==> src/rtl/vram_pkg.sv <==
// Shared types and constants for the VRAM-to-UART dump path.
package vram_pkg;

  localparam int VRAM_DEPTH = 751;
  localparam int VRAM_COLS  = 50;
  localparam int VRAM_AW    = 12;

  localparam logic [7:0] CH_CR = 8'h0D;
  localparam logic [7:0] CH_LF = 8'h0A;

  typedef enum logic [3:0] {
    S_IDLE   = 4'd0,
    S_READ   = 4'd1,
    S_LATCH  = 4'd2,
    S_SEND   = 4'd3,
    S_SETTLE = 4'd4,
    S_WAIT   = 4'd5,
    S_NEXT   = 4'd6,
    S_CR     = 4'd7,
    S_LF     = 4'd8,
    S_FIN    = 4'd9
  } state_t;

  typedef enum logic [1:0] {
    PH_DATA = 2'd0,
    PH_CR   = 2'd1,
    PH_LF   = 2'd2
  } phase_t;

endpackage

==> src/rtl/vram_uart_dump.sv <==
// Streams VRAM cells 0..DEPTH-1 to uart_tx, one byte per cell.
// Optional CR/LF after every COLS bytes and after the last byte: VRAM_DUMP_CRLF_EN.
module vram_uart_dump
  import vram_pkg::*;
#(
  parameter int DEPTH = VRAM_DEPTH,
  parameter int COLS  = VRAM_COLS,
  parameter int AW    = VRAM_AW
) (
  input  logic          clk,
  input  logic          reset,
  input  logic          start,
  output logic          ram_ce,
  output logic [AW-1:0] ram_addr,
  input  logic [7:0]    ram_data,
  output logic [7:0]    tx_data,
  output logic          tx_ready,
  input  logic          tx_busy,
  output logic          busy,
  output logic          done
);

  localparam logic [AW-1:0] LAST_ADDR = AW'(DEPTH - 1);

  if (DEPTH < 1 || COLS < 1) begin : g_bad_cfg
    $error("vram_uart_dump: DEPTH and COLS must both be at least 1");
  end

  state_t state, state_nx;
  state_t wait_exit, next_exit;
  logic   settle;
  logic   at_last;

  assign at_last = (ram_addr == LAST_ADDR);

`ifdef VRAM_DUMP_CRLF_EN
  localparam int CW = (COLS > 1) ? $clog2(COLS) : 1;
  localparam logic [CW-1:0] COL_LAST = CW'(COLS - 1);

  logic [CW-1:0] col;
  phase_t        phase;
  logic          fin_pend;

  // Route WAIT/NEXT exits through the CR/LF pair at row ends and after the last byte
  always_comb begin
    wait_exit = S_NEXT;
    case (phase)
      PH_CR:   wait_exit = S_LF;
      PH_LF:   wait_exit = fin_pend ? S_FIN : S_READ;
      default: wait_exit = S_NEXT;
    endcase
    next_exit = (at_last || col == COL_LAST) ? S_CR : S_READ;
  end

  // Column counter, byte-kind tracking and end-of-dump flag for the line-break path
  always_ff @(posedge clk or negedge reset) begin
    if (!reset) begin
      col      <= '0;
      phase    <= PH_DATA;
      fin_pend <= 1'b0;
    end else begin
      case (state)
        S_IDLE: begin
          col      <= '0;
          phase    <= PH_DATA;
          fin_pend <= 1'b0;
        end
        S_NEXT: begin
          col      <= (col == COL_LAST) ? '0 : col + CW'(1);
          fin_pend <= at_last;
        end
        S_READ:  phase <= PH_DATA;
        S_CR:    phase <= PH_CR;
        S_LF:    phase <= PH_LF;
        default: ;
      endcase
    end
  end
`else
  assign wait_exit = S_NEXT;
  assign next_exit = at_last ? S_FIN : S_READ;
`endif

  // Next-state logic; tx_busy is only looked at in WAIT
  always_comb begin
    state_nx = state;
    case (state)
      S_IDLE:   state_nx = start ? S_READ : S_IDLE;
      S_READ:   state_nx = S_LATCH;
      S_LATCH:  state_nx = S_SEND;
      S_SEND:   state_nx = S_SETTLE;
      S_SETTLE: state_nx = settle ? S_WAIT : S_SETTLE;
      S_WAIT:   state_nx = tx_busy ? S_WAIT : wait_exit;
      S_NEXT:   state_nx = next_exit;
      S_CR:     state_nx = S_SEND;
      S_LF:     state_nx = S_SEND;
      S_FIN:    state_nx = S_IDLE;
      default:  state_nx = S_IDLE;
    endcase
  end

  // State register, registered strobes and the address/data datapath
  always_ff @(posedge clk or negedge reset) begin
    if (!reset) begin
      state    <= S_IDLE;
      ram_ce   <= 1'b0;
      ram_addr <= '0;
      tx_data  <= 8'h00;
      tx_ready <= 1'b0;
      busy     <= 1'b0;
      done     <= 1'b0;
      settle   <= 1'b0;
    end else begin
      state    <= state_nx;
      ram_ce   <= (state_nx == S_READ);
      tx_ready <= (state_nx == S_SEND);
      busy     <= (state_nx != S_IDLE);
      done     <= (state_nx == S_FIN);
      settle   <= (state == S_SETTLE) ? ~settle : 1'b0;
      case (state)
        S_IDLE:  if (start) ram_addr <= '0;
        S_LATCH: tx_data <= ram_data;
        S_NEXT:  if (!at_last) ram_addr <= ram_addr + AW'(1);
        S_CR:    tx_data <= CH_CR;
        S_LF:    tx_data <= CH_LF;
        default: ;
      endcase
    end
  end

endmodule
==> config.mk <==
export PLATFORM = sky130hd
export DESIGN_NAME = vram_uart_dump
export DESIGN_NICKNAME = d
export VERILOG_FILES = /design/src/rtl/vram_pkg.sv /design/src/rtl/vram_uart_dump.sv
export SDC_FILE = /design/constraint.sdc
export NUM_CORES = 1
export LEC_CHECK = 0
export ABC_AREA = 1
export BUFFER_PORTS_ARGS = -buffer_cell sky130_fd_sc_hd__buf_2
export CAP_MARGIN = 20
export CORE_ASPECT_RATIO = 1.1
export CORE_UTILIZATION = 53
export DETAILED_ROUTE_END_ITERATION = 10
export GPL_TIMING_DRIVEN = 0
export PLACE_DENSITY = 0.79
export SYNTH_ARGS = -nofsm -noshare
export SYNTH_HDL_FRONTEND = slang
export SYNTH_SLANG_ARGS = --single-unit
==> constraint.sdc <==
create_clock -name clk -period 2 [get_ports clk]
set_input_delay 0.2 -clock clk [delete_from_list [all_inputs] [get_ports clk]]
set_output_delay 0.2 -clock clk [all_outputs]
set_load 0.1 [all_outputs]
### Word level (Yosys, flattened, before mapping)

Index checks and enable logic that the tools add are counted.

| word-level totals | value |
|---|---|
| input port bits | 12 |
| bits in registers | 29 |
| logic and storage cells | 40 |
| output and inout bits | 24 |

| cells by class | value |
|---|---|
| equality and inequality tests | 14 |
| $add $sub $neg | 1 |
| reductions and logical operators | 6 |
| muxes and demuxes | 10 |
| bitwise operators | 1 |

Operators with widths:

| operator | count |
|---|---|
| 4-bit case mux with 7 select lines | 1 |
| 12-bit two-way mux | 2 |
| 12-bit case mux with 2 select lines | 1 |
| 8-bit case mux with 3 select lines | 1 |
| 4-bit by 3-bit == test with 1-bit output, second input constant | 4 |
| 12-bit by 1-bit adder with 12-bit output, second input constant | 1 |
| 12-bit by 10-bit == test with 1-bit output, second input constant | 1 |
| 4-bit by 2-bit == test with 1-bit output, second input constant | 3 |
| 4-bit by 1-bit == test with 1-bit output, second input constant | 2 |
| 4-bit == test, second input constant | 2 |
| 4-bit logical NOT | 1 |
| 4-bit two-way mux | 1 |
| 2-bit inequality test, second input constant | 2 |
| 4-bit nonzero test | 1 |
| 1-bit two-way mux | 3 |
| 3-bit AND reduction | 1 |
| 3-bit nonzero test | 1 |
| 3-bit OR reduction | 1 |
| 2-bit two-way mux | 1 |
| 2-bit nonzero test | 1 |
| 1-bit NOT | 1 |

### Longest topological paths before layout

Gate-level depths: netlist of the first run.

| logic depth | value |
|---|---|
| depth in word-level cells | 4 |
| mapped depth | 11 |
| gate-level depth less buffers | 11 |

### Worst setup path after synthesis of the first run

Ideal clock, no wire load.

| path | value |
|---|---|
| path type | register to register |
| start point | register ram_addr[0] |
| end point | register ram_addr[10] |
| path buffers | 1 |
| required time | 1877 ps |
| setup time | 123 ps |
| period minus slack after synthesis | 2288 ps |
| cell stages (with the launch flop) | 12 |
| data arrival time | 2166 ps |
| slack | -288 ps |
| cell sequence | dfrtp_1 -> inv_1 -> ha_1 -> nand2_1 -> clkinv_1 -> nand2_1 -> nor2_2 -> nand3_2 -> nand2_4 -> buf_12 -> nand2_1 -> nand2_1 |

| on the way | value |
|---|---|
| longest elaborated chain between the ends | 3 |
| elaborated cells on any way between the ends | 6 |
| classes of those cells | 1 x add/sub; 2 x eq/ne; 2 x mux; 1 x reduce/logical |

Ends and longest elaborated chain:

| element | RTL line | source |
|---|---|---|
| from (decl) | vram_uart_dump.sv:14 | `output logic [AW-1:0] ram_addr,` |
| from (signal assigned) | vram_uart_dump.sv:123 | `S_NEXT: if (!at_last) ram_addr <= ram_addr + AW'(1);` |
| 12-bit by 1-bit adder with 12-bit output or 12-bit by 10-bit == test with 1-bit output (tied branches) | vram_uart_dump.sv:123, vram_uart_dump.sv:34 |  |
| 12-bit two-way mux or 2-bit inequality test (tied branches) | - |  |
| 12-bit case mux with 2 select lines or 3-bit AND reduction (tied branches) | - |  |

Parallel ways exist; a longest one is shown, timed or not. The select of a mux whose other input is x is not followed.
A chain may end at the register's enable or synchronous reset.

### Final worst setup path of the first run

| path | value |
|---|---|
| start point | register ram_addr[0] |
| end point | register ram_addr[4] |

Same word-level chain as after synthesis.

==> flow_summary.toml, run 1 <==
[detailed_routing]
drtIter0Drc = 31
detailroute.via_count = 1385
wl_met2_um = 1580
first_pass_iters = 5
wl_met3_um = 146
wl_met1_um = 1370
viasPerCell = 5.19
wl_um = 3150
top_layer_used = "met4"
wire_per_inst_um = 11.8
drc = 0
ant_nets = 0

[logic_synthesis]
synth_area_um2 = 1570
ys_ff_latch = 29
seq_area_frac_synth_pct = 46.1
ys_warn_count = 0
syn_inst = 190
ys_types = 29
syn_area_per_cell_um2 = 8.28
yosys.area.top_type = "dfrtp_1"
synth_nets = 204
synth_top_cell_area_share_pct = 46.1
synth_area_leaders = "dfrtp_1 46%, nand2_1 13%, nand3_1 9.5%"

[timing]
finalCritPeriodShare_pct = 84.9
rsz0062_at_grt = "false"
setup_tns_ns = 0
setup_ws_ns = 0.302
hold_violations = 0
slew_headroom_pct = 57.7
fmax_ghz = 0.589
drv_slew = 0
finalSetupViolCount = 0
fin_crit_ns = 1.70
clock-skew-final_ns = 0.00512
tightestPinTransition_ns = 0.635

[global_route]
grt_max_degree = 30
grt_pass1_vias = 1233
grt_usage_pct = 23.2
grt_antenna_before_repair = 0
overflow = 0
grt_first_pass_wirelength_um = 5330

[final_layout]
ff_latch_area_um2 = 728
layout-drive-gt1-share_pct = 30.8
final_cell_area_um2 = 1870
diodes = 0
area_growth_syn_to_layout_pct = 19.0
final_cells = 267
layout.nets = 247
fillCellCount = 243
multi_input_area_um2 = 753

[setup_path]
worstSetupStartpointType = "flip-flop"
path_cells = "inv_1, ha_1, nand2_1, clkinv_1, nand2_1, nor2_2, nand3_2, nand2_4, buf_12, nand2_2, nand2_1"
r2r-start = "ram_addr[0]"
arrival_ns = 1.97
crit_path_frequent_cell = "nand2_1"
reg2reg_slack_ns = 0.30
slowest_stage = "dfrtp_2"
reg2reg_depth = 11
end_kind = "flip-flop"
crit_path_end = "ram_addr[4]"
crit_path_start = "ram_addr[0]"
worst_r2r_endpoint = "ram_addr[4]"
required_ns = 2.27
critPathKind = "flip-flop to flip-flop"
slowest_delay_ns = 0.47
crit_fanout = 10

[die]
dieArea_um2 = 3190
die_width_um = 54.0
die-height_um = 59.2
core_um2 = 2800
io_pins = 36
core.rowCount = 20
start_util_pct = 56.2

[run]
cap_violations = 0

[status]
status = "finished clean"

[placement]
pre_cts_ws_ns = 0.329
dp_cells = 258
gp_congestion = 0.847
dp_hpwl_um = 2300
place_area_um2 = 1790
io_buffers = 35

[cts]
cts.sinks = 29
cts.clk_slew.worst_paths_ns = 0.09
cts-root-buf = "clkbuf_4"
cts_max_level = 2
cts_max_path_buffers = 2
insertion_delay_ns = 0.33
cts_buffers = 5
post_cts_buffers = 0
cts_tree = "done"

[power_and_ir_drop]
peakVddDrop_mv = 1.09
power.density_nw_per_um2 = 1580
p_total_mw = 2.95
p_leak_nw = 0.973

[hold_path]
hp-class = "input pin to flip-flop"
routing by layer:
layer	vias up	track usage (%)
met1	645	27.6
met3	5	5.64
li1	701	-
met2	34	38.8
met5	-	0
met4	0	10.2
synth_stat cells:
cell       n
a21oi_1    2
a22oi_1    1
and3b_1    1
buf_12     1
buf_4      1
clkinv_1   1
dfrtp_1   29
ha_1       2
inv_1     14
inv_2      3
mux2i_1    1
nand2_1   55
nand2_2    4
nand2_4    2
nand3_1   30
nand3_2    2
nand4_1    4
nor2_1    14
nor2_2     3
nor2_4     3
nor2_8     1
nor3_1     3
nor3_2     1
o21ai_1    2
o21ai_2    5
o21bai_1   1
o31ai_1    1
or2_2      1
xor2_1     2
cells by family after synthesis:
kind of cell	synth area share (%)
AND/OR/NAND/NOR	39.0
flip-flops	46.1
buffers and inverters	6.04
AO/OA/AOI/OAI	5.49
XOR/XNOR	1.11
adder cells (fa/ha/maj)	1.59
multiplexers	0.636
sequential cells by signal, summed over array words and instances (netlist names):
register,count
busy,1
done,1
ram_addr,12
ram_ce,1
settle,1
state,4
tx_data,8
tx_ready,1
where the power goes:
part | internal [mW] | total [mW] | leakage, nW | switching (mW)
Sequential | 0.747 | 0.864 | 0.377 | 0.118
Combinational | 0.322 | 1.68 | 0.555 | 1.36
Clock | 0.203 | 0.402 | 0.0413 | 0.199
worst min-delay path by stage:
stage	startpoint	end	slack (ns)	depth (start not counted)
final	ram_data[3]	tx_data[3]	0.09	3
after global routing	ram_data[4]	tx_data[4]	0.10	3
after CTS	ram_data[3]	tx_data[3]	0.09	3
after detailed placement	reset	settle	0.25	1
after global placement	reset	settle	0.26	1
after floorplan	reset	busy	-0.1	0
cells in the final DEF (no fill, tap or decap), types with 2 or more instances in the layout:
| cell type | Yosys | routed |
|---|---|---|
| inv_2 | 3 | 3 |
| a21oi_1 | 2 | 2 |
| nand4_1 | 4 | 4 |
| xor2_1 | 2 | 2 |
| buf_2 | 0 | 35 |
| clkbuf_8 | 0 | 2 |
| nand3_1 | 30 | 30 |
| nand2_4 | 2 | 2 |
| o21ai_1 | 2 | 2 |
| nor2_2 | 3 | 3 |
| nor2_4 | 3 | 3 |
| ha_1 | 2 | 2 |
| nand3_2 | 2 | 2 |
| dfrtp_2 | 0 | 2 |
| nor3_1 | 3 | 3 |
| nor2_1 | 14 | 14 |
| o21ai_2 | 5 | 5 |
| clkbuf_4 | 0 | 5 |
| nand2_1 | 55 | 55 |
| inv_1 | 14 | 14 |
| nand2_2 | 4 | 4 |
| dfrtp_1 | 29 | 27 |
per-stage QoR:
stage                     util, %  hold WS [ns]
after CTS                    66.8        0.0930
after detailed placement     64.0         0.253
after global routing         66.8         0.105
final                        66.8        0.0948
after floorplan                 -       -0.0956
after global placement       64.0         0.258
layout make-up:
| cell class | count | area share, % |
|---|---|---|
| well taps | 33 | 2.20 |
| clock inverters | 1 | 0.267 |
| clock buffers | 7 | 3.47 |
| flip-flops and latches | 29 | 38.9 |
| multi-input cells | 141 | 40.2 |
| inverters | 18 | 3.61 |
| plain buffers | 2 | 1.47 |
| repair buffers | 36 | 9.89 |
critical path, delay by kind of cell (launching register included):
| kind | cells | cell delay (ns) |
|---|---|---|
| buffers and inverters | 3 | 0.37 |
| adder cells (fa/ha/maj) | 1 | 0.19 |
| flip-flops | 1 | 0.47 |
| AND/OR/NAND/NOR | 7 | 0.61 |
timing repair:
action,CTS,global route
gates resized for setup,0,0
hold buffers,1,0
setup endpoints to repair,0,0
hold endpoints to repair,29,0
Note: power is estimated with default switching activity, not from simulation.
==> inputs of run 2 (changes only) <==
Settings changed: CORE_UTILIZATION 53 to 48, PLACE_DENSITY 0.79 to 0.75.
Clock period 2 ns to 1.4 ns, I/O delays scaled along.
==> flow_summary.toml, run 2 (synthesized netlist as in run 1, its figures left out) <==
[status]
status = "finished with violations"
violations = "setup timing"

[cts]
cts_max_level = 2
insertion_delay_ns = 0.32
cts_buffers = 5
cts.sinks = 29
cts_max_path_buffers = 2
cts-root-buf = "clkbuf_4"
cts_tree = "done"
cts.clk_slew.worst_paths_ns = 0.10

[global_route]
grt_antenna_before_repair = 0
grt_first_pass_wirelength_um = 5880
grt_pass1_vias = 1300
grt_usage_pct = 22.6
overflow = 0
grt_max_degree = 30

[timing]
finalSetupViolCount = 14
slew_headroom_pct = 58.7
fmax_ghz = 0.662
clock-skew-final_ns = 0.00462
setup_ws_ns = -0.110
hold_violations = 0
rsz0062_at_grt = "true"
tightestPinTransition_ns = 0.619
finalCritPeriodShare_pct = 108
fin_crit_ns = 1.51
drv_slew = 0

[final_layout]
top_regs = "ram_addr: 12 flops, tx_data: 8 flops, state: 4 flops"
ff_latch_area_um2 = 748
final_util_pct = 69.8
diodes = 0
top_register = "ram_addr"
fillCellCount = 257
final_common_cell = "nand2_1"
layout.nets = 261
layout-drive-gt1-share_pct = 47.6
multi_input_area_um2 = 846
largest_register_ffs = 12
final_cells = 282
layout_common_cells = "45 x nand2_1, 30 x buf_2, 29 x nand3_1"
area_growth_syn_to_layout_pct = 36.2

[detailed_routing]
first_pass_iters = 4
detailroute.via_count = 1460
drtIter0Drc = 56
wire_per_inst_um = 12.7
wl_um = 3580
viasPerCell = 5.18
drc = 0
ant_nets = 0

[power_and_ir_drop]
p_clk_share_pct = 12.5
p_int_mw = 2.14
power.density_nw_per_um2 = 2200
p_sw_share_pct = 54.7
comb_power_share_pct = 61.1
peakVddDrop_mv = 1.59
pwr-share-seq_pct = 26.4
p_leak_nw = 1.07
power_switching_mw = 2.58

[setup_path]
crit_path_start = "ram_addr[1]"
arrival_ns = 1.71
path_cells = "ha_4, nand2_2, clkinv_2, nand2_2, nor2_4, buf_4, buf_6, nand2_4, nor2_4, nor2_1, nand3_1"
r2r-start = "ram_addr[1]"
end_kind = "flip-flop"
reg2reg_depth = 11
crit_fanout = 2
crit_path_end = "busy"
reg2reg_slack_ns = -0.11
worst_r2r_endpoint = "busy"
required_ns = 1.60
critPathKind = "flip-flop to flip-flop"
slowest_delay_ns = 0.50
slowest_stage = "dfrtp_4"
worstSetupStartpointType = "flip-flop"

[die]
core.rowCount = 21
dieArea_um2 = 3510
die_width_um = 56.6
start_util_pct = 51.2
die-height_um = 62.1
io_pins = 36
core_um2 = 3070

[placement]
io_buffers = 35
gp_congestion = 0.880
dp_hpwl_um = 2350
dp_cells = 259

[hold_path]
hold_depth = 3
hp-class = "input pin to flip-flop"

[run]
cap_violations = 0
==> run 2: layout make-up <==
cell class              instances  share of cell area [%]
flip-flops and latches         29                    34.9
inverters                      18                    3.33
multi-input cells             141                    39.4
well taps                      34                    1.98
repair buffers                 50                    15.8
clock buffers                   7                    3.03
plain buffers                   2                    1.28
clock inverters                 1                   0.233
==> run 2: worst min-delay path by stage <==
| stage | start | end | slack, ns |
|---|---|---|---|
| final | ram_data[4] | tx_data[4] | 0.04 |
| after global routing | ram_data[4] | tx_data[4] | 0.04 |
| after CTS | ram_data[3] | tx_data[3] | 0.02 |
| after detailed placement | reset | busy | 0.20 |
| after global placement | reset | busy | 0.20 |
| after floorplan | reset | busy | -0.16 |
==> run 2: worst max-delay path: cells and delay by family, from the launching register on <==
family                     cells  cell delay, ns
and+or+nand+nor                7            0.42
DFF                            1            0.50
buffers and inverters          3            0.29
adders and majority gates      1            0.17
==> run 2: layer usage <==
metal | share of wire (%) | GRT usage (%) | up-vias
li1 | - | - | 733
met1 | 40 | 26.7 | 690
met2 | 55 | 41.2 | 31
met3 | 3.7 | 5.38 | 6
met4 | 1.2 | 7.67 | 0
met5 | 0 | 0 | -
==> run 2: power by group through the flow <==
stage               sequential [mW]  combinational, mW  clock, mW
floorplan                      2.50              0.803          0
global placement               1.26               2.42          0
detailed placement             1.28               2.45          0
CTS                            1.24               2.81      0.599
global route                   1.28               3.05      0.637
finish                         1.25               2.88      0.590
==> run 2: through the flow <==
| stage | power [mW] | setup slack, ns | cell area, um^2 | hold WS, ns | TNS [ns] |
|---|---|---|---|---|---|
| after floorplan | 3.30 | -0.273 | 1610 | -0.156 | -3.16 |
| after global placement | 3.69 | -0.166 | 1830 | 0.198 | -1.72 |
| after detailed placement | 3.72 | -0.189 | 1830 | 0.200 | -2.04 |
| after CTS | 4.65 | -0.109 | 2060 | 0.0220 | -1.18 |
| after global routing | 4.97 | -0.182 | 2140 | 0.0444 | -2.42 |
| final | 4.72 | -0.110 | 2140 | 0.0357 | -1.21 |
==> run 2: what timing repair did <==
item                                   4_1_cts  5_1_grt
setup buffers                               11        3
pin swaps                                    7        5
hold buffers                                 1        0
endpoints found under the hold margin       29        0
gates resized for setup                     13       20
cloned                                       1        0
setup endpoints to repair                   14       28
